`config.mk`:
```
export PLATFORM = sky130hd
export DESIGN_NAME = tx_arbiter
export DESIGN_NICKNAME = d
export VERILOG_FILES = /design/src/rtl/tx_arbiter_pkg.sv /design/src/rtl/tx_arbiter_rr_pick.sv /design/src/rtl/tx_arbiter.sv
export SDC_FILE = /design/constraint.sdc
export NUM_CORES = 1
export LEC_CHECK = 0
export CAP_MARGIN = 5
export CORE_MARGIN = 2
export CORE_UTILIZATION = 41
export CTS_CLUSTER_SIZE = 12
export DETAILED_ROUTE_END_ITERATION = 7
export GPL_TIMING_DRIVEN = 1
export HOLD_SLACK_MARGIN = 0.02
export PLACE_DENSITY = 0.81
export SYNTH_ARGS = -nofsm -noshare
export SYNTH_HDL_FRONTEND = slang
export SYNTH_HIERARCHICAL = 1
export SYNTH_SLANG_ARGS = --single-unit
```
`constraint.sdc`:
```
create_clock -name clk -period 2.4 [get_ports clk]
set_clock_uncertainty 0.1 [all_clocks]
set_input_delay 0.48 -clock clk [delete_from_list [all_inputs] [get_ports clk]]
set_output_delay 0.48 -clock clk [all_outputs]
set_load 0.01 [all_outputs]
```
`src/rtl/tx_arbiter_pkg.sv`:
```
// Shared definitions for the UART transmit arbiter: FSM encoding and default timeout.
package tx_arb_pkg;

    typedef enum logic [1:0] {
        IDLE      = 2'd0,
        LOAD      = 2'd1,
        WAIT_LOW  = 2'd2,
        WAIT_HIGH = 2'd3
    } arb_state_t;

    localparam int TO_CYC_DEFAULT = 4;

endpackage

```
`src/rtl/tx_arbiter_rr_pick.sv`:
```
// Combinational rotate-priority picker: first asserted request strictly after last_ptr,
// wrapping modulo NREQ.
module rr_pick #(
    parameter int NREQ = 4,
    parameter int IDW  = 2
) (
    input  logic [NREQ-1:0] req,
    input  logic [IDW-1:0]  last_ptr,
    output logic            any,
    output logic [IDW-1:0]  idx
);

    logic [NREQ-1:0] hi_mask;
    logic [NREQ-1:0] req_hi;
    logic [NREQ-1:0] cand;

    // Requests above last_ptr win; otherwise wrap to the lowest asserted index.
    always_comb begin
        hi_mask = '0;
        for (int i = 0; i < NREQ; i++) begin
            hi_mask[i] = (i > int'(last_ptr));
        end
        req_hi = req & hi_mask;
        cand   = (|req_hi) ? req_hi : req;
        idx    = '0;
        for (int i = NREQ - 1; i >= 0; i--) begin
            if (cand[i]) idx = IDW'(i);
        end
        any = |req;
    end

endmodule

```
`src/rtl/tx_arbiter.sv`:
```
// Round-robin scheduler sharing one UART transmit engine among NREQ byte producers,
// with a sticky error when the engine never drops txrdy after a load.
module tx_arbiter
    import tx_arb_pkg::*;
#(
    parameter int NREQ   = 4,
    parameter int IDW    = 2,
    parameter int TO_CYC = TO_CYC_DEFAULT
) (
    input  logic              clk,
    input  logic              rst,
    input  logic [NREQ-1:0]   req,
    input  logic [NREQ*8-1:0] req_data,
    output logic [NREQ-1:0]   ack,
    output logic              load,
    output logic [7:0]        out_port,
    input  logic              txrdy,
    output logic              busy,
    output logic [IDW-1:0]    grant_id,
    output logic              frame_done,
    output logic              err,
    input  logic              err_clr,
    output logic [1:0]        dbg_state
);

    localparam int CW = $clog2(TO_CYC + 1);

    // Handshake: a requester holds req/req_data until it sees its one-cycle ack pulse;
    // data is captured on that same edge, and dropping req earlier withdraws the byte.
    arb_state_t      state_q, state_d;
    logic [IDW-1:0]  last_ptr_q, last_ptr_d;
    logic [CW-1:0]   cnt_q, cnt_d, cnt_inc;
    logic [NREQ-1:0] ack_q, ack_d;
    logic            load_q, load_d;
    logic [7:0]      out_port_q, out_port_d;
    logic [IDW-1:0]  grant_id_q, grant_id_d;
    logic            frame_done_q, frame_done_d;
    logic            err_q, err_d;
    logic            timeout;

    logic            pick_any;
    logic [IDW-1:0]  pick_idx;

    rr_pick #(.NREQ(NREQ), .IDW(IDW)) u_pick (
        .req      (req),
        .last_ptr (last_ptr_q),
        .any      (pick_any),
        .idx      (pick_idx)
    );

    always_ff @(posedge clk or negedge rst) begin
        if (!rst) begin
            state_q      <= IDLE;
            last_ptr_q   <= IDW'(NREQ - 1);
            cnt_q        <= '0;
            ack_q        <= '0;
            load_q       <= 1'b0;
            out_port_q   <= '0;
            grant_id_q   <= '0;
            frame_done_q <= 1'b0;
            err_q        <= 1'b0;
        end else begin
            state_q      <= state_d;
            last_ptr_q   <= last_ptr_d;
            cnt_q        <= cnt_d;
            ack_q        <= ack_d;
            load_q       <= load_d;
            out_port_q   <= out_port_d;
            grant_id_q   <= grant_id_d;
            frame_done_q <= frame_done_d;
            err_q        <= err_d;
        end
    end

    always_comb begin
        state_d      = state_q;
        last_ptr_d   = last_ptr_q;
        cnt_d        = cnt_q;
        ack_d        = '0;
        load_d       = 1'b0;
        out_port_d   = out_port_q;
        grant_id_d   = grant_id_q;
        frame_done_d = 1'b0;
        timeout      = 1'b0;
        err_d        = err_q & ~err_clr;
        cnt_inc      = (cnt_q == CW'(TO_CYC)) ? cnt_q : cnt_q + 1'b1;

        case (state_q)
            IDLE: begin
                if (txrdy && pick_any) begin
                    for (int i = 0; i < NREQ; i++) begin
                        if (IDW'(i) == pick_idx) begin
                            ack_d[i]   = 1'b1;
                            out_port_d = req_data[i*8 +: 8];
                        end
                    end
                    grant_id_d = pick_idx;
                    state_d    = LOAD;
                end
            end
            LOAD: begin
                load_d  = 1'b1;
                cnt_d   = '0;
                state_d = WAIT_LOW;
            end
            WAIT_LOW: begin
                if (!txrdy) begin
                    state_d = WAIT_HIGH;
                end else begin
                    cnt_d = cnt_inc;
                    // Engine never accepted the byte: drop it and move on.
                    if (cnt_inc == CW'(TO_CYC)) begin
                        timeout    = 1'b1;
                        last_ptr_d = grant_id_q;
                        state_d    = IDLE;
                    end
                end
            end
            WAIT_HIGH: begin
                if (txrdy) begin
                    frame_done_d = 1'b1;
                    last_ptr_d   = grant_id_q;
                    state_d      = IDLE;
                end
            end
            default: state_d = IDLE;
        endcase

        if (timeout) err_d = 1'b1;
    end

    assign ack        = ack_q;
    assign load       = load_q;
    assign out_port   = out_port_q;
    assign grant_id   = grant_id_q;
    assign frame_done = frame_done_q;
    assign err        = err_q;
    assign busy       = (state_q != IDLE);
    assign dbg_state  = state_q;

endmodule

```
Yosys cells after proc, flatten, opt, wreduce, memory -nomap -nowiden
Index checks and enable logic that the tools add are counted.
{"block": "word_totals", "elab_cells": 77, "output_inout_bits": 20, "input_bits": 40, "register_bits": 24}
{"block": "classes", "n_mux": 34, "n_eq_ne": 13, "n_reduce_logical": 14, "add_sub_neg": 1, "bitwise": 3, "n_lt_le_gt_ge": 3}
{"operator": "two-way mux 8 bit", "n": 4}
{"operator": "two-way mux 2 bit", "n": 11}
{"operator": "two-way mux 4 bit", "n": 3}
{"operator": "two-way mux 1 bit", "n": 11}
{"operator": "!= test 2 bit (second input constant)", "n": 4}
{"operator": "case mux 2 bit (4 select lines)", "n": 1}
{"operator": "OR reduction 4 bit", "n": 2}
{"operator": "equality test 3 bit (second input constant)", "n": 2}
{"operator": "two-way mux 3 bit", "n": 2}
{"operator": "case mux 3 bit (2 select lines)", "n": 1}
{"operator": "AND reduction 3 bit", "n": 2}
{"operator": "nonzero test 2 bit", "n": 3}
{"operator": "AND 4 bit", "n": 1}
{"operator": "equality test 2 bit (first input constant)", "n": 2}
{"operator": "equality test 2 bit (second input constant)", "n": 2}
{"operator": "greater-than comparator 2 bit (first input constant)", "n": 2}
{"operator": "logical NOT 2 bit", "n": 2}
{"operator": "case mux 2 bit (2 select lines)", "n": 1}
{"operator": "AND reduction 2 bit", "n": 2}
{"operator": "AND reduction 4 bit", "n": 1}
{"operator": "nonzero test 4 bit", "n": 1}
{"operator": "adder 3 x 1 -> 3 bit (second input constant)", "n": 1}
{"operator": "!= test 3 bit (second input constant)", "n": 1}
{"operator": "equality test 1 x 2 -> 1 bit (first input constant)", "n": 1}
{"operator": "5 further kinds", "n": 5}

Logic depth before layout (Yosys ltp)
{"block": "depth", "ltp_word": 13, "ltp_mapped": 7, "mapped_depth_nobuf": 6}

Cells and area by module
Netlist, hierarchy kept.
{"mod": "tx_arbiter", "cells_each": 115, "seq_area_each_um2": 603.1, "area_each_um2": 1263.7, "instances": 1}
{"mod": "rr_pick", "cells_each": 14, "seq_area_each_um2": 0.0, "area_each_um2": 81.3, "instances": 1}

Least setup slack after synthesis
OpenSTA, ideal clock, no wires.
{"block": "synth_timing", "path_type": "register -> register", "start": "register last_ptr_q[1]", "end": "register out_port_q[5] (netlist: out_port[5])", "path_stages_with_launch": 7, "path_buffers": 1, "slack_ns": 0.331, "period_less_slack_ns": 2.069, "arrival_time_ns": 1.852, "required_time_ns": 2.183, "setup_ns": 0.117, "path_cell_list": "dfstp_2 -> a31oi_1 -> a21oi_1 -> clkbuf_8 -> mux4_1 -> nand2_1 -> nand2_1"}
{"block": "synth_between", "elab_chain_len": 12, "elab_cells_between_ends": 19, "classes_between": "order compare (3); eq/ne (3); mux (8); bitwise (1); reduce/logical (4)"}
{"element": "start: declaration", "line": "tx_arbiter.sv:31", "rtl": "logic [IDW-1:0] last_ptr_q, last_ptr_d;"}
{"element": "start signal: assignment", "line": "tx_arbiter.sv:54", "rtl": "last_ptr_q <= IDW'(NREQ - 1);"}
{"element": "start signal: assignment", "line": "tx_arbiter.sv:64", "rtl": "last_ptr_q <= last_ptr_d;"}
{"element": "greater-than comparator 1 x 2 -> 1 bit or greater-than comparator 2 bit (tied branches)", "line": "tx_arbiter_rr_pick.sv:21", "rtl": "hi_mask[i] = (i > int'(last_ptr));"}
{"element": "AND 4 bit (*)", "line": "tx_arbiter_rr_pick.sv:23", "rtl": "req_hi = req & hi_mask;"}
{"element": "OR reduction 4 bit", "line": "tx_arbiter_rr_pick.sv:24", "rtl": "cand = (|req_hi) ? req_hi : req;"}
{"element": "two-way mux 4 bit (*)", "line": "tx_arbiter_rr_pick.sv:24"}
{"element": "two-way mux 2 bit (3 in a row)", "line": "tx_arbiter_rr_pick.sv:27", "rtl": "if (cand[i]) idx = IDW'(i);"}
{"element": "two-way mux 2 bit (*)", "line": "tx_arbiter_rr_pick.sv:27"}
{"element": "named net pick_idx[1]", "line": "tx_arbiter.sv:42", "rtl": "logic [IDW-1:0] pick_idx;"}
{"element": "equality test 1 x 2 -> 1 bit", "line": "tx_arbiter.sv:92", "rtl": "if (IDW'(i) == pick_idx) begin"}
{"element": "two-way mux 8 bit (3 in a row)", "line": "tx_arbiter.sv:92"}
{"element": "end signal: assignment", "line": "tx_arbiter.sv:68", "rtl": "out_port_q <= out_port_d;"}
{"element": "end: declaration", "line": "tx_arbiter.sv:35", "rtl": "logic [7:0] out_port_q, out_port_d;"}
Mark *: on every way through the listed nets, which the timed path passes. The rest lies on a longest branch.
A chain may end at the register's enable or synchronous reset.

Worst setup path after layout
{"block": "layout_timing", "start": "register state_q[1] (netlist: dbg_state[1])", "end": "output port busy"}
{"block": "layout_between", "elab_chain_len": 1}
{"element": "start: declaration", "line": "tx_arbiter.sv:30", "rtl": "arb_state_t state_q, state_d;"}
{"element": "start signal: assignment", "line": "tx_arbiter.sv:63", "rtl": "state_q <= state_d;"}
{"element": "nonzero test 2 bit", "line": "tx_arbiter.sv:138", "rtl": "assign busy = (state_q != IDLE);"}
{"element": "end: declaration", "line": "tx_arbiter.sv:18", "rtl": "output logic busy,"}
No other way between the ends.

==> reports/qor.txt <==
status -> finished, final reports clean
Final Max Slew Viols -> 0
Commonest cells post-synth -> nand2_1 (37), dfrtp_1 (22), inv_1 (7), a21oi_1 (6), nor2_1 (6)
vias in the first global route -> 1211
fin crit period -> 2.17 ns
Yosys reg bits -> 24
total CTS buffers -> 3
Die W -> 61.3 um
Slew @ Worst Pin -> 0.453 ns
power per cell area -> 956 nW/um2
main flop type after synthesis -> dfrtp_1
syn avg cell area -> 10.4 um2
I/O Buffers -> 59
Synth warnings -> 6
Worst path slowest cell -> clkdlybuf4s50_1
Peak supply drop -> 541 uV
CP Capture Type -> output pin
Post-CTS Setup Repair Bufs -> 0
routed vias -> 1226
count leader, synth -> nand2_1
Final ANT Viol Nets -> 0
syn nets -> 171
initial antenna violation count -> 0
RePlAce Congestion -> 0.837
Hold Path Stages -> 2
CTS root buf -> clkbuf_4
Synth top area share -> 40.9%
crit path launch type -> flip-flop
Syn Inst Count -> 129
Area growth, synth to finish -> 50.7%
Max-Slew Margin vs Limit -> 69.7%
Max H-tree Level -> 1
maximum clock frequency -> 0.460 GHz
wire length of the first global-routing pass -> 5230 um
drt pass-1 iters -> 4
die area -> 3750 um2
Clock Latency Late Sink -> 0.30 ns
gr usage total -> 18.9%
Critical Path Max Stage Delay -> 0.53 ns
Rows -> 20
Avg WL per Cell -> 14.0 um
# diodes -> 0
mapped cell area -> 1350 um2
worst hold path type -> flip-flop to flip-flop
routed vias/inst -> 5.17
Post-DP HPWL -> 2670 um
CP Max Fanout -> 9
nets -> 236
Hold-fix buffers, CTS -> 0
I/O Pins -> 60
total grt overflow -> 0
RSZ-0062 raised after global routing -> no
count of different cell masters after synthesis -> 34
Yosys top cell by area -> dfrtp_1
largest net degree at the start of global routing -> 25
final hold slack -> 0.403 ns
initial core utilization -> 43.7%
post-route setup slack -> 0.225 ns
DRT iter0 DRCs -> 42
Final Hold Fails -> 0
Die Y -> 61.3 um
ys async rst share -> 100%
WP data required -> 1.82 ns
Worst-path clk slew -> 0.13 ns
Core ar. -> 3080 um2
Place WS -> -0.0696 ns
final period utilization -> 90.6%
sum of negative setup slack -> 0 ns
register area share after synthesis -> 44.8%
Total Wirelength -> 3320 um
R2R cell count -> 6
Critical Path AT -> 1.59 ns
top post-synthesis cells by area -> dfrtp_1 (41%), nand2_1 (10%), mux4_1 (9.8%)
max-cap viol count -> 0
CP Class -> flip-flop to output pin
EDFF count, synth -> 0
CTS tree -> done
CTS Sinks -> 24
layout cells sized above 1 -> 10.4%
clock tree buffer depth -> 2
CP cell instances -> inv_1 -> nand2_1 -> clkdlybuf4s50_1
Static Leak -> 0.891 nW
endpoints failing setup -> 0
DR DRC count -> 0
Post-CTS Resized -> 0
==> logic make-up after synthesis <==
family	share of synthesized area, %
buffers and inverters	4.00
adder cells (fa/ha/maj)	1.86
AND/OR/NAND/NOR	22.4
multiplexers	15.5
flip-flops	44.8
AO/OA/AOI/OAI	11.3
==> critical path, delay by kind of cell, from the launching register on <==
kind | cells | cell delay, ns
buffers and inverters | 2 | 0.70
flip-flops | 1 | 0.52
AND/OR/NAND/NOR | 1 | 0.08
==> report_power, final <==
part | leakage [nW] | switching (mW) | total, mW | internal, mW
clock network | 0.0150 | 0.114 | 0.179 | 0.0646
registers | 0.306 | 0.136 | 0.698 | 0.562
logic | 0.570 | 0.476 | 1.06 | 0.585
==> worst paths after layout <==
path / start / endpoint / slack, ns
worst max-delay path: dbg_state[1] / busy / 0.23
worst min-delay path: out_port[7] / out_port[7] / 0.40
worst max register to register: cnt_q[0] / last_ptr_q[0] / 0.36
worst min register to register: out_port[7] / out_port[7] / 0.40
max in group asynchronous: rst / last_ptr_q[0] / 1.50
min in group asynchronous: rst / out_port[0] / 0.41
==> registers in the layout, indices dropped and copies added (netlist names) <==
signal      cells
ack             4
cnt_q           3
dbg_state       2
err             1
frame_done      1
grant_id        2
last_ptr_q      2
load            1
out_port        8
==> metal layers <==
layer	part of all wire, %	GRT usage [%]
met3	4.4	1.89
met2	56	35.1
met5	0	0
met1	38	23.4
met4	1.5	4.97
==> layout by cell type, fill, tap and decap left out, types with 5 or more instances in the layout <==
master,n
inv_1,7
clkdlybuf4s50_1,59
nor2_1,6
mux4_1,5
nand2_1,37
dfrtp_1,22
buf_4,5
and3_1,5
a21oi_1,6
o21ai_0,5
==> per-stage QoR <==
| step | utilization (%) | power (mW) | area (um2) | cells |
|---|---|---|---|---|
| finish | 65.9 | 1.94 | 2030 | 237 |
| global route | 65.9 | 2.08 | 2030 | 237 |
| CTS | 65.9 | 1.94 | 2030 | 237 |
| detailed placement | 65.0 | 1.77 | 2000 | 233 |
| global placement | 65.0 | 1.73 | 2000 | 233 |
| floorplan | - | 1.32 | 1350 | 129 |
==> layout make-up <==
type	count	area [um2]
fillers	255	1050
multi-input cells	94	688
repair buffers	64	628
flip-flops and latches	24	603
well taps	44	55.1
clock buffers	4	26.3
inverters	7	26.3
No activity file was read; power rests on OpenSTA's default activity.
